<file path="src/rtl/mem_access_ctrl.sv">
// ---------------------------------------------------------------------------
// mem_access_ctrl
//
// Purpose:
//   MEM-stage controller placed between the EX/MEM and MEM/WB pipeline
//   registers. Instructions that do not touch memory pass straight through
//   with zero latency. Loads and stores are run against a variable-latency
//   data memory over a req/ack handshake. While an access is outstanding the
//   front of the pipeline is stalled and write-back bubbles are inserted.
//   Misaligned accesses and accesses that exceed TIMEOUT cycles are aborted
//   and flagged with a one-cycle err_o pulse.
//
// Parameters:
//   TIMEOUT      ACCESS cycles without mem_ack_i before the access is aborted
//                (2..255).
//
// Ports:
//   clk_i        clock, rising edge
//   rst_i        asynchronous reset, active low
//   MemRead_i    load request from EX/MEM
//   MemWrite_i   store request from EX/MEM (wins when both are set)
//   MemtoReg_i   write-back select from EX/MEM
//   RegWrite_i   write-back enable from EX/MEM
//   ALUResult_i  ALU result, also the memory byte address
//   WriteData_i  store data
//   RegAddr_i    destination register
//   mem_req_o    memory request, held until acknowledged or aborted
//   mem_we_o     1 = store, 0 = load
//   mem_addr_o   word-aligned byte address
//   mem_wdata_o  store data
//   mem_ack_i    one-cycle completion strobe from memory
//   mem_rdata_i  load data, valid with mem_ack_i
//   stall_o      freezes PC, IF/ID, ID/EX and holds EX/MEM
//   err_o        one-cycle pulse flagging an aborted access
//   MemtoReg_o   to MEM/WB
//   RegWrite_o   to MEM/WB
//   ALUResult_o  to MEM/WB
//   MemData_o    to MEM/WB
//   RegAddr_o    to MEM/WB
// ---------------------------------------------------------------------------
module mem_access_ctrl #(
    parameter int unsigned TIMEOUT = 16
) (
    input  logic        clk_i,
    input  logic        rst_i,
    input  logic        MemRead_i,
    input  logic        MemWrite_i,
    input  logic        MemtoReg_i,
    input  logic        RegWrite_i,
    input  logic [31:0] ALUResult_i,
    input  logic [31:0] WriteData_i,
    input  logic [4:0]  RegAddr_i,
    output logic        mem_req_o,
    output logic        mem_we_o,
    output logic [31:0] mem_addr_o,
    output logic [31:0] mem_wdata_o,
    input  logic        mem_ack_i,
    input  logic [31:0] mem_rdata_i,
    output logic        stall_o,
    output logic        err_o,
    output logic        MemtoReg_o,
    output logic        RegWrite_o,
    output logic [31:0] ALUResult_o,
    output logic [31:0] MemData_o,
    output logic [4:0]  RegAddr_o
);

    typedef enum logic [1:0] {
        S_IDLE   = 2'd0,
        S_ACCESS = 2'd1,
        S_DONE   = 2'd2
    } state_t;

    // Last counter value at which a missing ack still keeps the access alive.
    localparam logic [7:0] TO_LAST = 8'(TIMEOUT - 1);

    state_t      r_state;
    logic        r_memReq;
    logic        r_memWe;
    logic [31:0] r_memAddr;
    logic [31:0] r_memWdata;
    logic [31:0] r_rdata;
    logic [7:0]  r_count;
    logic        r_err;

    logic        w_access;
    logic        w_aligned;
    logic        w_stall;
    logic        w_regWrite;
    logic [31:0] w_memData;

    assign w_access  = MemRead_i | MemWrite_i;
    assign w_aligned = (ALUResult_i[1:0] == 2'b00);

    // Access sequencer. The request signals are launched from IDLE and held
    // unchanged through ACCESS; EX/MEM is frozen by the stall, so nothing is
    // re-sampled there. DONE always lasts exactly one cycle so the next
    // instruction gets a fresh evaluation in IDLE. r_err is only ever set on
    // the edge into DONE and cleared on the edge out, which makes it directly
    // usable as the err_o pulse.
    always_ff @(posedge clk_i or negedge rst_i) begin
        if (!rst_i) begin
            r_state    <= S_IDLE;
            r_memReq   <= 1'b0;
            r_memWe    <= 1'b0;
            r_memAddr  <= '0;
            r_memWdata <= '0;
            r_rdata    <= '0;
            r_count    <= '0;
            r_err      <= 1'b0;
        end else begin
            case (r_state)
                S_IDLE: begin
                    if (w_access) begin
                        if (w_aligned) begin
                            r_state    <= S_ACCESS;
                            r_memReq   <= 1'b1;
                            r_memWe    <= MemWrite_i;
                            r_memAddr  <= ALUResult_i;
                            r_memWdata <= WriteData_i;
                            r_count    <= '0;
                        end else begin
                            r_state <= S_DONE;
                            r_err   <= 1'b1;
                        end
                    end
                end
                S_ACCESS: begin
                    // Ack is tested first so it wins over a simultaneous timeout.
                    if (mem_ack_i) begin
                        r_rdata  <= r_memWe ? 32'd0 : mem_rdata_i;
                        r_memReq <= 1'b0;
                        r_state  <= S_DONE;
                    end else if (r_count == TO_LAST) begin
                        r_memReq <= 1'b0;
                        r_err    <= 1'b1;
                        r_state  <= S_DONE;
                    end else begin
                        r_count <= r_count + 8'd1;
                    end
                end
                S_DONE: begin
                    r_state <= S_IDLE;
                    r_err   <= 1'b0;
                end
                default: begin
                    r_state <= S_IDLE;
                end
            endcase
        end
    end

    // Pipeline-side outputs. A memory instruction is held as a bubble
    // (RegWrite suppressed) from the moment it is detected until DONE, where
    // it is released with the captured data, or squashed if it was aborted.
    // Stall and RegWrite are forced low for the whole reset assertion so a
    // reset mid-access releases the pipeline immediately.
    always_comb begin
        w_stall    = 1'b0;
        w_regWrite = RegWrite_i;
        w_memData  = 32'd0;
        case (r_state)
            S_IDLE: begin
                if (w_access) begin
                    w_stall    = 1'b1;
                    w_regWrite = 1'b0;
                end
            end
            S_ACCESS: begin
                w_stall    = 1'b1;
                w_regWrite = 1'b0;
            end
            S_DONE: begin
                if (r_err) begin
                    w_regWrite = 1'b0;
                end else begin
                    w_memData = r_rdata;
                end
            end
            default: begin
                w_stall    = 1'b0;
                w_regWrite = 1'b0;
            end
        endcase
        if (!rst_i) begin
            w_stall    = 1'b0;
            w_regWrite = 1'b0;
        end
    end

    assign mem_req_o   = r_memReq;
    assign mem_we_o    = r_memWe;
    assign mem_addr_o  = r_memAddr;
    assign mem_wdata_o = r_memWdata;
    assign err_o       = r_err;

    assign stall_o     = w_stall;
    assign RegWrite_o  = w_regWrite;
    assign MemData_o   = w_memData;
    assign MemtoReg_o  = MemtoReg_i;
    assign ALUResult_o = ALUResult_i;
    assign RegAddr_o   = RegAddr_i;

endmodule

</file>
<file path="config.mk">
export PLATFORM = sky130hd
export DESIGN_NAME = mem_access_ctrl
export DESIGN_NICKNAME = d
export VERILOG_FILES = /design/src/rtl/mem_access_ctrl.sv
export SDC_FILE = /design/constraint.sdc
export NUM_CORES = 1
export LEC_CHECK = 0
export CORE_MARGIN = 2
export CORE_UTILIZATION = 30
export CTS_CLUSTER_DIAMETER = 40
export DETAILED_ROUTE_END_ITERATION = 12
export MAX_ROUTING_LAYER = met4
export PLACE_DENSITY_LB_ADDON = 0.3
export SLEW_MARGIN = 20
export SYNTH_ARGS = -nofsm -noshare
export SYNTH_HDL_FRONTEND = slang
export SYNTH_SLANG_ARGS = --single-unit
export TNS_END_PERCENT = 30
</file>
<file path="constraint.sdc">
create_clock -name clk_i -period 4 [get_ports clk_i]
set_input_delay 0.4 -clock clk_i [delete_from_list [all_inputs] [get_ports clk_i]]
set_output_delay 0.4 -clock clk_i [all_outputs]
set_load 0.03 [all_outputs]
</file>
## Word-level counts from Yosys, hierarchy flattened

Cells that the tools add are included.

| word-level totals | value |
|---|---|
| bits of input ports | 108 |
| register bits after elaboration | 109 |
| output and inout bits | 139 |
| word-level logic and storage cells | 60 |

| cells by class | value |
|---|---|
| mux-type cells | 30 |
| bitwise logic cells | 1 |
| $add $sub $neg | 1 |
| equal/unequal tests | 10 |
| reduce and logical (&&, ||, !) cells | 10 |

Operator list:

| cell | count |
|---|---|
| $mux W32 | 3 |
| $mux W8 | 4 |
| $pmux W8 S2 | 1 |
| $mux W1 | 13 |
| $ne A2 B2 Y1 const B | 6 |
| $reduce_and A5 Y1 | 2 |
| $add A8 B1 Y8 const B | 1 |
| $eq A8 B4 Y1 const B | 1 |
| $mux W2 | 4 |
| $pmux W1 S2 | 3 |
| $logic_not A2 Y1 | 2 |
| $pmux W2 S2 | 1 |
| $reduce_and A2 Y1 | 2 |
| $reduce_and A4 Y1 | 1 |
| $ne A3 B3 Y1 const B | 1 |
| $pmux W1 S3 | 1 |
| $reduce_and A3 Y1 | 1 |
| $reduce_bool A3 Y1 | 1 |
| $eq A2 B1 Y1 const B | 1 |
| $eq A2 B2 Y1 const B | 1 |
| $reduce_bool A2 Y1 | 1 |
| $or A1 B1 Y1 | 1 |

## Logic depth before layout (Yosys ltp)

| depth | value |
|---|---|
| word-level depth | 4 |
| mapped depth | 7 |
| gate-level depth less buffers | 5 |

## Least setup slack after synthesis

OpenSTA, ideal clock, no wires.

| timing path | value |
|---|---|
| kind | reg2out |
| start | register r_err, in the netlist err_o |
| end | output MemData_o[10] |
| path slack | 2.181 ns |
| stages on the path, launching flop included | 4 |
| data arrival time | 1.419 ns |
| buffers on the path | 1 |
| data required time | 3.600 ns |
| cells stage by stage | dfrtp_1 -> nor3b_1 -> clkbuf_1 -> and2_1 |

| on the way | value |
|---|---|
| word-level cells in the longest chain between the ends | 2 |

Ends and longest elaborated chain:

| what | RTL line | RTL |
|---|---|---|
| from (decl) | 84 | `logic r_err;` |
| from (signal assigned) | 110 | `r_err <= 1'b0;` |
| from (signal assigned) | 124 | `r_err <= 1'b1;` |
| from (signal assigned) | 136 | `r_err <= 1'b1;` |
| $mux W32 | 174 | `if (r_err) begin` |
| $mux W32 | 162 | `case (r_state)` |
| to (decl) | 64 | `output logic [31:0] MemData_o,` |

Every way passes these cells.

## Worst setup path after layout

| timing path | value |
|---|---|
| start | register r_state[1] |
| end | output MemData_o[28] |

| on the way | value |
|---|---|
| word-level cells in the longest chain between the ends | 2 |

Ends and longest elaborated chain:

| what | RTL line | RTL |
|---|---|---|
| from (decl) | 77 | `state_t r_state;` |
| from (signal assigned) | 103 | `r_state <= S_IDLE;` |
| from (signal assigned) | 116 | `r_state <= S_ACCESS;` |
| from (signal assigned) | 123 | `r_state <= S_DONE;` |
| $eq A2 B2 Y1 | 162 |  |
| $mux W32 | 162 |  |

Every way passes these cells.

==> qor.tcl <==
set qor(tritoncts) {built}
set qor(cts_hold_repair.buffers) 0
set qor(met2_length_mm) 6.12
set qor(layout.nets) 850
set qor(floorplan.die_area_um2) 17600
set qor(grt_use_total_pct) 16.3
set qor(max_cap_viol_count) 0
set qor(grt_antenna_before_repair) 0
set qor(worstPathMaxFanout) 32
set qor(timing.critical_path.slowest_stage_cell) {clkdlybuf4s50_1}
set qor(synth_area_leaders) {dfrtp_1, nand2_1, buf_4}
set qor(grt-ovfl-total) 0
set qor(flow.area_growth_from_synthesis_pct) 50.7
set qor(worst_ep_required_time_ns) 3.60
set qor(synth_area_um2) 4970
set qor(timing.setup.tns_ns) 0
set qor(synth-seq-area-share_pct) 54.9
set qor(timing.final.max_slew_violations) 0
set qor(synth-warning-count) 0
set qor(synth_top_family_by_area) {simple AND/OR/NAND/NOR gates}
set qor(critPathArrivalTime_ns) 2.33
set qor(powerDensity_nw_per_um2) 611
set qor(slew_worst_pin_ns) 0.853
set qor(hold_path.class) {primary input to async pin}
set qor(synth_area_leader_cell) {dfrtp_1}
set qor(grt_pass1_vias) 4348
set qor(grt_pass1_wl_mm) 22.2
set qor(tritoncts.num_buffers) 9
set qor(layout_common_cells) {clkdlybuf4s50_1, nand2_1, dfrtp_1}
set qor(num_vias) 4269
set qor(run_status) {completed}
set qor(hold_viol) 0
set qor(layout_filler_cell_count) 1548
set qor(setup_violations) 0
set qor(synth_area_per_cell_um2) 8.94
set qor(largest_stage_delay_on_the_critical_path_ns) 0.68
set qor(worst_clk_skew_ns) 0.00850
set qor(clk_transition_reported_paths_ns) 0.07
set qor(synth_top_area_share_pct) 54.9
set qor(syn-num-nets) 665
set qor(route.detailed.vias_per_inst) 4.42
set qor(fmax_ghz) 0.366
set qor(grt_start_max_net_pins) 72
set qor(htree_num_levels) 3
set qor(drtPass1Iterations) 4
set qor(synth_cells) 556
set qor(cts_resized) 0
set qor(port-buffer-count) 234
set qor(globalplace.congestion) 0.770
set qor(wirelength_met1_mm) 6.06
set qor(antennaDiodeCount) 0
set qor(synth-simple-area-share_pct) 30.2
set qor(wl_met3_mm) 1.06
set qor(cts.repair_timing.setup_buffer_count) 0
set qor(routed_wire_length_per_instance_um) 14.0
set qor(worstPathCellList) {nor3b_2 -> buf_4 -> and2_1 -> clkdlybuf4s50_1}
set qor(final.hold.worst_slack_ns) 0.192
set qor(drcViolationCount) 0
set qor(worst_ir_drop_vdd_mv) 0.328
set qor(final_critical_path_setup_slack_ns) 1.27
set qor(grt_setup_unrepaired) {no}
set qor(period_utilization_pct) 68.3
set qor(finalWirelength_mm) 13.5
set qor(start_util_pct) 30.3
set qor(synth_cell_types) 35
set qor(worstSetupPathType) {register to primary output}
set qor(root_buffer) {clkbuf_16}
set qor(ant_nets) 0
set qor(rows) 47
set qor(critical_path.endpoint_type) {primary output}
set qor(yosys.area_share.adder_pct) 0.252
set qor(cts.sink_count) 109
set qor(dp_worst_setup_slack_ns) 1.33
set qor(core_area_um2) 16400
set qor(final_common_cell) {clkdlybuf4s50_1}
set qor(power_leakage_nw) 3.40
set qor(die_w_um) 133
set qor(period_minus_slack_ns) 2.73
set qor(synth_compound_gate_area_share_pct) 5.74
set qor(insertion_delay_ns) 0.35
set qor(highest_routing_layer_actually_used) {met4}
set qor(drt_first_iter_violations) 190
set qor(post_route_cells_drive_above_1_share_pct) 4.43
set qor(ys_ff_latch) 109
set qor(io_pins) 247
set qor(timing.critical_path.from_type) {register}
set qor(place.detailed.hpwl_mm) 9.82
set qor(synthXorXnorAreaFrac_pct) 0
set qor(timing.max_slew.rel_slack_pct) 43.1
set qor(clock_path_buffers) 2
set qor(chipHeight_um) 133
set qor(yosys-mux-area-fraction_pct) 0
[final timing paths]
path                              from        endpoint  slack, ns  cells past startpoint
max                         r_state[1]   MemData_o[28]       1.27                      4
min                              rst_i     r_rdata[14]       0.19                      2
max reg2reg                 r_state[0]  mem_addr_o[27]       1.58                      5
min reg2reg                r_rdata[28]     r_rdata[28]       0.47                      2
max in group asynchronous        rst_i     r_rdata[29]       2.58                      3
min in group clk_i         r_rdata[28]     r_rdata[28]       0.47                      2
[area by class of cell]
class	instances	area [um2]	area share, %
Sequential cell	109	2730	36.4
Timing Repair Buffer	241	2400	32.0
Multi-Input combinational cell	378	1820	24.2
Tap cell	220	275	3.67
Clock buffer	10	229	3.06
Clock inverter	5	37.5	0.501
Inverter	2	7.51	0.100
[stage by stage]
stage / cells / instance area (um2) / utilization (%) / total power [W]
6_report: 965 / 7490 / 45.7 / 0.00458
4_1_cts: 964 / 7480 / 45.6 / 0.00464
3_3_place_gp: 949 / 7210 / 44.0 / 0.00375
2_1_floorplan: 556 / 4970 / - / 0.00288
5_1_grt: 965 / 7490 / 45.7 / 0.00488
3_5_place_dp: 949 / 7210 / 44.0 / 0.00378
[kinds of logic (layout without fill, tap and decap cells)]
logic type	Yosys count	after routing
compound gates	49	49
fa+ha+maj	1	1
buf+inv	69	258
flops	109	109
simple gates	328	328
[worst max-delay path, delay by kind of cell (launching register included)]
family	cells	cell delay, ns
buffers and inverters	2	0.97
DFF	1	0.59
and+or+nand+nor	2	0.41
[state kept, by name, indices dropped and copies added (netlist names)]
| signal | count |
|---|---|
| err_o | 1 |
| mem_addr_o | 32 |
| mem_req_o | 1 |
| mem_wdata_o | 32 |
| mem_we_o | 1 |
| r_count | 8 |
| r_rdata | 32 |
| r_state | 2 |
[where the power goes]
group | switching, W | internal [W]
sequential | 0.000268 | 0.00151
combinational | 0.00113 | 0.000847
clock | 0.000405 | 0.000422
[Yosys cell counts]
cell,count
inv_1,2
nand3_1,14
o21ai_1,1
dfrtp_1,109
nand2b_4,1
and3_2,2
nand2_1,225
o21a_1,1
a21oi_1,1
nor3_1,6
nor2b_1,1
nand2b_1,33
o22a_1,1
ha_1,1
a211o_1,1
buf_6,1
and4b_4,1
a22o_2,1
o2bb2ai_1,1
nor3b_2,1
nor4_4,1
and3_1,2
nand3b_1,1
buf_2,1
buf_4,47
a22o_1,2
clkbuf_1,18
o311ai_0,1
o21ai_0,35
nor2_1,2
and2_1,34
nor3b_1,2
a21boi_2,1
or3_1,2
o22ai_1,3
[layer usage]
layer,track usage [%],vias to the layer above
met5,-,-
met4,6.33,0
met3,4.60,16
met2,24.6,186
met1,20.7,1979
li1,-,2088
(Power assumes the default switching activity.)
